--- config.mk ---
export PLATFORM = sky130hd
export DESIGN_NAME = nn_result_tx
export DESIGN_NICKNAME = d
export VERILOG_FILES = /design/src/rtl/nn_result_tx.sv
export SDC_FILE = /design/constraint.sdc
export NUM_CORES = 1
export LEC_CHECK = 0
export ABC_AREA = 1
export CORE_MARGIN = 8
export CORE_UTILIZATION = 40
export CTS_CLUSTER_SIZE = 25
export DETAILED_ROUTE_END_ITERATION = 8
export SETUP_SLACK_MARGIN = 0.02
export SLEW_MARGIN = 0
export SYNTH_ARGS = -nofsm -noshare
export SYNTH_HDL_FRONTEND = slang
export SYNTH_SLANG_ARGS = --single-unit
--- constraint.sdc ---
create_clock -name clk -period 5.2 [get_ports clk]
set_input_delay 0.78 -clock clk [delete_from_list [all_inputs] [get_ports clk]]
set_output_delay 0.78 -clock clk [all_outputs]
set_load 0.005 [all_outputs]
--- src/rtl/nn_result_tx.sv ---
// Result transmitter: argmax over captured class scores, then a framed byte stream over a four-phase req/ack handshake.
// Frame: HEADER, raw scores, class index, running XOR checksum; ack is resynchronised before use.
module nn_result_tx #(
  parameter int          N_CLASSES = 10,
  parameter int          SCORE_W   = 8,
  parameter logic [7:0]  HEADER    = 8'hA5
) (
  input  logic                         clk,
  input  logic                         rst_n,
  input  logic                         scores_valid,
  input  logic [N_CLASSES*SCORE_W-1:0] scores_in,
  output logic                         busy,
  output logic [3:0]                   class_out,
  output logic                         class_valid,
  output logic [7:0]                   tx_data,
  output logic                         tx_req,
  input  logic                         tx_ack,
  output logic                         frame_done
);

  localparam int              PTR_W    = 5;
  localparam logic [3:0]      LAST_IDX = 4'(N_CLASSES - 1);
  localparam logic [PTR_W-1:0] N_PTR    = PTR_W'(N_CLASSES);
  localparam logic [PTR_W-1:0] LAST_PTR = PTR_W'(N_CLASSES + 2);

  typedef enum logic [1:0] {IDLE, ARGMAX, REQ, REL} state_t;

  state_t                     state, state_nxt;
  logic                       ack_meta, ack_s;
  logic signed [SCORE_W-1:0]  score [N_CLASSES];
  logic signed [SCORE_W-1:0]  best, best_nxt;
  logic [3:0]                 idx, idx_nxt;
  logic [3:0]                 bidx, bidx_nxt;
  logic [PTR_W-1:0]           ptr, ptr_nxt;
  logic [7:0]                 chk, chk_nxt;
  logic [7:0]                 load_byte;
  logic [7:0]                 tx_data_nxt;
  logic [3:0]                 class_out_nxt;
  logic                       busy_nxt, class_valid_nxt, tx_req_nxt, frame_done_nxt;
  logic                       capture, take;

  always_ff @(posedge clk or negedge rst_n) begin
    if (!rst_n) begin
      ack_meta <= 1'b0;
      ack_s    <= 1'b0;
    end else begin
      ack_meta <= tx_ack;
      ack_s    <= ack_meta;
    end
  end

  always_ff @(posedge clk or negedge rst_n) begin
    if (!rst_n) begin
      for (int k = 0; k < N_CLASSES; k++) score[k] <= '0;
    end else if (capture) begin
      for (int k = 0; k < N_CLASSES; k++) score[k] <= scores_in[k*SCORE_W +: SCORE_W];
    end
  end

  assign take = (score[idx] > best);

  // Byte following the current pointer; the checksum slot sees the XOR of everything loaded so far.
  always_comb begin
    load_byte = chk;
    if (ptr < N_PTR)
      load_byte = score[ptr[3:0]];
    else if (ptr == N_PTR)
      load_byte = {4'b0000, class_out};
  end

  always_comb begin
    state_nxt       = state;
    best_nxt        = best;
    idx_nxt         = idx;
    bidx_nxt        = bidx;
    ptr_nxt         = ptr;
    chk_nxt         = chk;
    tx_data_nxt     = tx_data;
    class_out_nxt   = class_out;
    busy_nxt        = busy;
    class_valid_nxt = class_valid;
    tx_req_nxt      = tx_req;
    frame_done_nxt  = 1'b0;
    capture         = 1'b0;
    case (state)
      IDLE: begin
        if (scores_valid) begin
          capture         = 1'b1;
          best_nxt        = scores_in[SCORE_W-1:0];
          bidx_nxt        = 4'd0;
          idx_nxt         = 4'd1;
          class_valid_nxt = 1'b0;
          busy_nxt        = 1'b1;
          state_nxt       = ARGMAX;
        end
      end
      ARGMAX: begin
        if (take) begin
          best_nxt = score[idx];
          bidx_nxt = idx;
        end
        if (idx == LAST_IDX) begin
          class_out_nxt   = take ? idx : bidx;
          class_valid_nxt = 1'b1;
          ptr_nxt         = '0;
          tx_data_nxt     = HEADER;
          chk_nxt         = HEADER;
          state_nxt       = REQ;
        end else begin
          idx_nxt = idx + 4'd1;
        end
      end
      REQ: begin
        // Never raise req into an ack that is still high.
        if (tx_req && ack_s) begin
          tx_req_nxt = 1'b0;
          state_nxt  = REL;
        end else if (!tx_req && !ack_s) begin
          tx_req_nxt = 1'b1;
        end
      end
      REL: begin
        if (!ack_s) begin
          if (ptr == LAST_PTR) begin
            frame_done_nxt = 1'b1;
            busy_nxt       = 1'b0;
            state_nxt      = IDLE;
          end else begin
            ptr_nxt     = ptr + 1'b1;
            tx_data_nxt = load_byte;
            chk_nxt     = chk ^ load_byte;
            state_nxt   = REQ;
          end
        end
      end
      default: state_nxt = IDLE;
    endcase
  end

  always_ff @(posedge clk or negedge rst_n) begin
    if (!rst_n) begin
      state       <= IDLE;
      best        <= '0;
      idx         <= '0;
      bidx        <= '0;
      ptr         <= '0;
      chk         <= '0;
      tx_data     <= '0;
      class_out   <= '0;
      busy        <= 1'b0;
      class_valid <= 1'b0;
      tx_req      <= 1'b0;
      frame_done  <= 1'b0;
    end else begin
      state       <= state_nxt;
      best        <= best_nxt;
      idx         <= idx_nxt;
      bidx        <= bidx_nxt;
      ptr         <= ptr_nxt;
      chk         <= chk_nxt;
      tx_data     <= tx_data_nxt;
      class_out   <= class_out_nxt;
      busy        <= busy_nxt;
      class_valid <= class_valid_nxt;
      tx_req      <= tx_req_nxt;
      frame_done  <= frame_done_nxt;
    end
  end

endmodule
# == Word-level counts from Yosys, hierarchy flattened ==
# Index checks and enable logic that the tools add are counted.
# word_totals
ff_bits,129
in_bits,84
output_inout_bits,16
# op_classes
add_sub_neg,2
magnitude_cmp,4
eq_ne,14
muxes,48
n_bitwise,3
n_reduce_logical,18
# ops
op,count
2-to-1 mux 8 bit,13
binary-select mux 8 bit (select 4 bit),2
case mux 8 bit (2 select lines),3
2-to-1 mux 4 bit,4
"inequality test 2 bit, second input constant",8
case mux 4 bit (2 select lines),2
2-to-1 mux 5 bit,3
2-to-1 mux 1 bit,12
AND reduction 4 bit,3
"== test 5 x 4 -> 1 bit, second input constant",2
"greater-or-equal comparator 5 bit, second input constant",2
2-to-1 mux 2 bit,5
inverter 4 -> 5 bit,2
case mux 5 bit (2 select lines),1
AND reduction 3 bit,3
> comparator 8 bit,1
case mux 2 bit (4 select lines),1
nonzero test 2 bit,4
XOR 8 bit,1
AND reduction 2 bit,3
"adder 5 x 1 -> 5 bit, second input constant",1
"less-than comparator 5 x 4 -> 1 bit, second input constant",1
"adder 4 x 1 -> 4 bit, second input constant",1
"== test 2 bit, second input constant",2
other kinds (6),9

# == Depth between registers and ports, before layout ==
# Gate-level depths: netlist of run 1.
# logic_depth
depth_word,9
mapped_depth,21
ltp_nobuf,20

# == Worst setup path before layout of run 1 ==
# Ideal clock, no wire load.
# synth_timing
path_kind,register to register
from,reg idx[0]
to,reg best[0]
setup_ps,117
arrival_ps,2355
required_time_ps,5083
path_slack_ps,2728
path_stages_with_launch,19
n_path_buf,2
path_cell_list,dfrtp_1 > buf_2 > buf_2 > o211ai_1 > nand3_1 > nand3_1 > nand2_1 > ha_1 > nand2_1 > nor2_1 > nand2_1 > nand2_1 > nand2_1 > nand2_1 > nand2_1 > nand2_2 > nand2_2 > nand2_1 > nand2_1
# synth_via
elab_chain_len,7
# synth_lines
element,line_no,source
start: declaration,32,"logic [3:0] idx, idx_nxt;"
start signal: assignment,157,idx <= idx_nxt;
inverter 4 -> 5 bit (not written as such) (*),"60, 99",
binary-select mux 8 bit (select 4 bit) (*),"60, 99",
2-to-1 mux 8 bit (not written as such) (*) (2 in series),"60, 99",
> comparator 8 bit,60,assign take = (score[idx] > best);
inequality test 2 bit (no line),n/a,
AND reduction 3 bit (no line),n/a,
end signal: assignment,156,best <= best_nxt;
end: declaration,31,"logic signed [SCORE_W-1:0] best, best_nxt;"
# Mark *: on every way between the ends. The rest lies on a longest branch, timed or not. The select of a mux whose other input is x is not followed.
# A chain may end at the register's enable or synchronous reset.

# == Final worst setup path of run 1 ==
# layout_timing
from,reg idx[0]
to,reg best[1]
# The elaborated chain is that of the path after synthesis.

==> results of run 1 <==
report_power, final:
part / switching, mW / internal [mW] / total, mW
clock: 0.460 / 0.716 / 1.18
sequential: 0.382 / 1.46 / 1.84
combinational: 1.88 / 0.989 / 2.87
state kept, by name, summed over array words and instances, names as in the netlist, 2 cells and up:
name	flops
state	2
tx_data	8
best	8
score	80
ptr	5
chk	8
bidx	4
idx	4
class_out	4
through the flow:
stage	hold slack (ns)	worst slack (ns)	cells	util
after global placement	0.331	1.89	1253	0.465
after detailed placement	0.346	1.83	1253	0.465
after CTS	0.363	1.82	1285	0.498
final	0.357	1.78	1285	0.498
after floorplan	0.331	2.73	971	-
after global routing	0.373	1.36	1285	0.498
worst min-delay path by stage:
| stage | from | to | slack (ns) | depth (start not counted) |
|---|---|---|---|---|
| 2_1_floorplan | ack_meta | ack_s | 0.33 | 0 |
| 3_3_place_gp | ack_meta | ack_s | 0.33 | 0 |
| 3_5_place_dp | ack_meta | ack_s | 0.35 | 0 |
| 4_1_cts | ack_meta | ack_s | 0.36 | 0 |
| 5_1_grt | ack_meta | ack_s | 0.37 | 0 |
| 6_report | ack_meta | ack_s | 0.36 | 0 |
metal layers:
layer,track usage,up-vias,part of all wire
met5,0,-,0
met4,0.0605,0,0.016
met3,0.0400,21,0.056
met2,0.277,170,0.43
met1,0.282,3054,0.50
li1,-,3296,-
logic make-up after synthesis:
kind of cell,Yosys count,synth area share
AND/OR/NAND/NOR,485,0.290
AO/OA/AOI/OAI,185,0.146
buffers and inverters,155,0.0880
flip-flops,129,0.447
adder cells (fa/ha/maj),14,0.0243
XOR/XNOR,3,0.00364
layout by cell type (no fill, tap or decap), types with 4 or more instances in the layout:
| cell type | count |
|---|---|
| nor2_2 | 6 |
| inv_1 | 90 |
| buf_4 | 8 |
| dfrtp_1 | 127 |
| clkdlybuf4s50_1 | 98 |
| inv_2 | 11 |
| o211ai_1 | 35 |
| ha_1 | 14 |
| nand2_2 | 6 |
| nor2_4 | 4 |
| nand3_2 | 4 |
| a21oi_1 | 38 |
| o21ai_0 | 97 |
| nand2_1 | 349 |
| o22ai_1 | 4 |
| nand3_1 | 93 |
| nor2_1 | 13 |
| clkinv_2 | 5 |
| clkbuf_16 | 17 |
cell type report:
cell class | instances | area [sq um]
timing repair buffer | 106 | 1040
tap | 229 | 287
sequential | 129 | 3230
fill | 1727 | 8960
clock buffer | 19 | 443
clock inverter | 13 | 138
multi-input combinational | 687 | 3360
inverter | 102 | 384
==> flow_metrics.env, run 1 <==
export IMPL_reg2reg_to="best[1]"
export IMPL_synth_top_area_frac=0.447
export IMPL_core_sq_um=17800
export IMPL_post_cts_buffers=0
export IMPL_syn_area_per_cell_sq_um=7.44
export IMPL_worst_slew_pin_slew_ns=1.01
export IMPL_worstSetupPathType="flip-flop to flip-flop"
export IMPL_synth_top_area_cell="dfrtp_1"
export IMPL_worstPathBufferInverterCount=1
export IMPL_clk_latency_ns=0.43
export IMPL_synthFlopType="dfrtp_1"
export IMPL_cts_sinks=129
export IMPL_floorplan_rows=49
export IMPL_setup_tns_ns=0
export IMPL_final_antenna_net_count=0
export IMPL_synth_most_common_cell="nand2_1"
export IMPL_yosysSeqAreaShare=0.447
export IMPL_arrival_ns=3.74
export IMPL_drt_wl_total_um=21000
export IMPL_cp_data_required_time_ns=5.51
export IMPL_dieArea_sq_um=22600
export IMPL_critical_path_top_delay_family="simple AND/OR/NAND/NOR gates"
export IMPL_yosys_warnings=0
export IMPL_hold_buffers=0
export IMPL_max_slew_margin=0.329
export IMPL_die_x_um=150
export IMPL_synth_edf_count=0
export IMPL_critPathCapture="best[1]"
export IMPL_drt_iter0_markers=622
export IMPL_hold_violations=0
export IMPL_finClkSkew_ns=0.0109
export IMPL_period_minus_slack_ns=3.42
export IMPL_worstPathCellList="buf_4, a21oi_1, o21ai_0, nand3_1, nand3_1, nand2_1, ha_1, a21oi_1, o21ai_0, nand2_1, nand2_1, nand2_1, nand2_1, nand2_1, nand2_2, nand2_2, nand2_1, nand2_1"
export IMPL_clk_pin_slew_ns=0.06
export IMPL_cts_buffers=17
export IMPL_finalPower_mw=5.88
export IMPL_start_util=0.405
export IMPL_area_growth_syn_to_layout_pct=23.0
export IMPL_finalSetupViolations=0
export IMPL_synth_nets=1069
export IMPL_synthTopCellsByArea="dfrtp_1 (45%), nand2_1 (18%), o21ai_0 (6.7%)"
export IMPL_cp_max_fo=51
export IMPL_grt_pass1_wl_um=33900
export IMPL_first_pass_iters=5
export IMPL_status="complete, no violations"
export IMPL_routed_via_density=5.09
export IMPL_hp_class="flip-flop to flip-flop"
export IMPL_dp_hpwl_um=15200
export IMPL_fin_nets=1141
export IMPL_drc=0
export IMPL_reg2reg_setup_slack_ns=1.78
export IMPL_fmax_mhz=292
export IMPL_synthTopCellsByCount="nand2_1 (349), dfrtp_1 (129), o21ai_0 (97)"
export IMPL_gp_congestion=0.845
export IMPL_leakagePower_nw=4.23
export IMPL_dpl_cell_area_sq_um=8300
export IMPL_drv_cap=0
export IMPL_async_reset_ff_frac=1.00
export IMPL_wl_per_cell_um=16.3
export IMPL_layout_drive_gt1_share=0.0795
export IMPL_track_usage=0.192
export IMPL_crit_path_end_kind="flip-flop"
export IMPL_finalMaxSlewViolations=0
export IMPL_r2r_start="idx[0]"
export IMPL_worstSetupStartpoint="idx[0]"
export IMPL_grt_pass1_vias=6158
export IMPL_rsz0062_at_grt="no"
export IMPL_irDropWorstVdd_uv=331
export IMPL_cp_start_kind="flip-flop"
export IMPL_slowest_stage="dfrtp_2"
export IMPL_htreeDepth=4
export IMPL_num_vias=6541
export IMPL_cp_depth=18
export IMPL_final_cell_area_sq_um=8880
export IMPL_diodes=0
export IMPL_post_cts_resized=0
export IMPL_cts_tree="yes"
export IMPL_grt_antenna_before_repair=0
export IMPL_portBuffers=99
export IMPL_p_per_area_nw_per_um2=662
export IMPL_yosysUniqueCellTypes=36
export IMPL_ys_seq_elements=129
export IMPL_cts_root_buffer="clkbuf_16"
export IMPL_grt_max_degree=74
export IMPL_fin_crit_sh=0.659
export IMPL_path_common_cell="nand2_1"
export IMPL_syn_area_sq_um=7220
export IMPL_ioPinCount=100
export IMPL_dieHeight_um=150
export IMPL_max_stage_delay_ns=0.87
export IMPL_synth_cells=971
export IMPL_rr_worst_depth=18
export IMPL_gr_total_overflow=0
export IMPL_cts_buffer_depth=2
Power figures use the tool's default switching activity.
==> inputs of run 2 (changes only) <==
Clock period 5.2 ns to 2.8 ns, I/O delays scaled along.
==> run 2 against run 1 <==
Against the previous run: die area unchanged; cell count up 1.2%; critical path depth down 1; design area up 2.2%; non-clock buffer count up 16; sequential power up 77%; routed wire length up 0.72%; utilization up 1.1 points; power up 92%; critical endpoint is now class_out[3].
==> flow_metrics.env, run 2 (synthesis results as in run 1) <==
export IMPL_start_util=0.405
export IMPL_hold_buffers=0
export IMPL_cts_buffer_depth=2
export IMPL_layout_drive_gt1_share=0.0943
export IMPL_area_growth_syn_to_layout_pct=25.7
export IMPL_largest_reg_flops=80
export IMPL_seq_power_share=0.289
export IMPL_gp_congestion=0.864
export IMPL_routed_via_density=5.05
export IMPL_p_per_area_nw_per_um2=1240
export IMPL_period_minus_slack_ns=2.52
export IMPL_floorplan_rows=49
export IMPL_cts_root_buffer="clkbuf_16"
export IMPL_portBuffers=99
export IMPL_largest_register="score"
export IMPL_final_util=0.509
export IMPL_final_cell_mix="nand2_1 (347), dfrtp_1 (127), clkdlybuf4s50_1 (98)"
export IMPL_cts_sinks=129
export IMPL_clkPwrFrac=0.185
export IMPL_switching_share=0.457
export IMPL_power_internal_mw=6.12
export IMPL_slowest_stage="dfrtp_2"
export IMPL_core_sq_um=17800
export IMPL_diodes=0
export IMPL_die_x_um=150
export IMPL_post_cts_buffers=0
export IMPL_setup_tns_ns=0
export IMPL_finalPower_mw=11.3
export IMPL_rsz0062_at_grt="no"
export IMPL_dp_hpwl_um=15500
export IMPL_num_vias=6559
export IMPL_ioPinCount=100
export IMPL_hp_class="input port to async pin"
export IMPL_finalMaxSlewViolations=0
export IMPL_final_common_cell="nand2_1"
export IMPL_first_pass_iters=5
export IMPL_stdcell_count=1300
export IMPL_leakagePower_nw=4.33
export IMPL_dpl_cell_count=1269
export IMPL_cp_start_kind="flip-flop"
export IMPL_max_stage_delay_ns=0.43
export IMPL_final_antenna_net_count=0
export IMPL_drc=0
export IMPL_p_sw_mw=5.14
export IMPL_gr_total_overflow=0
export IMPL_worstPathCellList="buf_12, o211ai_1, nand3_1, nand3_1, nand2_1, ha_1, a21oi_1, nor2_1, nor2_1, nand2_1, nand2_1, nand2_1, nand2_2, buf_4, nand2_1, nand3_1, nand2_1"
export IMPL_post_cts_resized=0
export IMPL_arrival_ns=2.83
export IMPL_status="complete, no violations"
export IMPL_drv_cap=0
export IMPL_grt_max_degree=73
export IMPL_p_comb_frac=0.526
export IMPL_num_fill_cells=1743
export IMPL_cts_buffers=17
export IMPL_irDropWorstVdd_uv=607
export IMPL_fin_nets=1157
export IMPL_worstSetupPathType="flip-flop to flip-flop"
export IMPL_clk_pin_slew_ns=0.05
export IMPL_htreeDepth=4
export IMPL_wl_per_cell_um=16.3
export IMPL_cp_data_required_time_ns=3.11
export IMPL_grt_antenna_before_repair=0
export IMPL_cts_tree="yes"
export IMPL_grt_pass1_wl_um=34200
export IMPL_finalSetupViolations=0
export IMPL_clk_latency_ns=0.42
export IMPL_drt_iter0_markers=623
export IMPL_cp_max_fo=40
export IMPL_worst_slew_pin_slew_ns=0.679
export IMPL_hold_violations=0
export IMPL_drt_wl_total_um=21100
export IMPL_dieArea_sq_um=22600
export IMPL_path_common_cell="nand2_1"
export IMPL_dieHeight_um=150
export IMPL_finClkSkew_ns=0.00716
export IMPL_crit_path_end_kind="flip-flop"
export IMPL_grt_pass1_vias=6275
export IMPL_max_slew_margin=0.547
export IMPL_fmax_mhz=397
export IMPL_track_usage=0.195
export IMPL_fin_crit_sh=0.899
## run 2: cell count changes in the layout (fill, tap and decap cells not counted), sizes merged
cell      before  now
buf            8   24
clkbuf        19   27
clkinv         8    4
inv          102  101
clkinvlp       3    1
bufinv         2    0
## run 2: cell type report
class / count / area [sq um] / area share
clock buffer: 27 / 533 / 0.0587
clock inverter: 4 / 22.5 / 0.00248
inverter: 102 / 384 / 0.0423
multi-input combinational: 687 / 3380 / 0.373
sequential: 129 / 3230 / 0.356
tap: 229 / 287 / 0.0316
timing repair buffer: 122 / 1240 / 0.136
## run 2: power by group through the flow
stage	sequential, mW	clock (mW)	combinational (mW)
floorplan	3.07	0	4.05
global placement	3.26	0	5.77
detailed placement	3.26	0	5.84
CTS	3.24	2.12	5.86
global route	3.34	2.20	6.77
finish	3.26	2.09	5.92
## run 2: layer usage
metal | up-vias | share of wire | global-route usage
li1 | 3325 | - | -
met3 | 30 | 0.063 | 0.0385
met1 | 3013 | 0.49 | 0.285
met2 | 191 | 0.43 | 0.280
met4 | 0 | 0.018 | 0.0690
met5 | - | 0 | 0
## run 2: path summary, 6_finish.rpt
path | from | to | slack (ns) | depth (start not counted)
max | idx[0] | class_out[3] | 0.28 | 17
min | rst_n | score[17] | 0.01 | 1
max reg2reg | idx[0] | class_out[3] | 0.28 | 17
min reg2reg | ack_meta | ack_s | 0.36 | 0
max in group asynchronous | rst_n | bidx[0] | 2.02 | 2
min in group clk | ack_meta | ack_s | 0.36 | 0
## run 2: worst max-delay path: cells and delay by family (launching register included)
kind                       cells  cell delay (ns)
and+or+nand+nor               12             1.04
AOI/OAI and AO/OA              2             0.31
buffers and inverters          2             0.31
adders and majority gates      1             0.30
DFF                            1             0.43
## run 2: through the flow
stage          hold WS, ns  area [sq um]  setup WS (ns)
2_1_floorplan        0.124          7220          0.328
4_1_cts             0.0308          9050          0.131
3_3_place_gp         0.331          8490          0.199
5_1_grt             0.0589          9070         0.0217
3_5_place_dp         0.352          8490          0.149
6_report            0.0148          9070          0.282
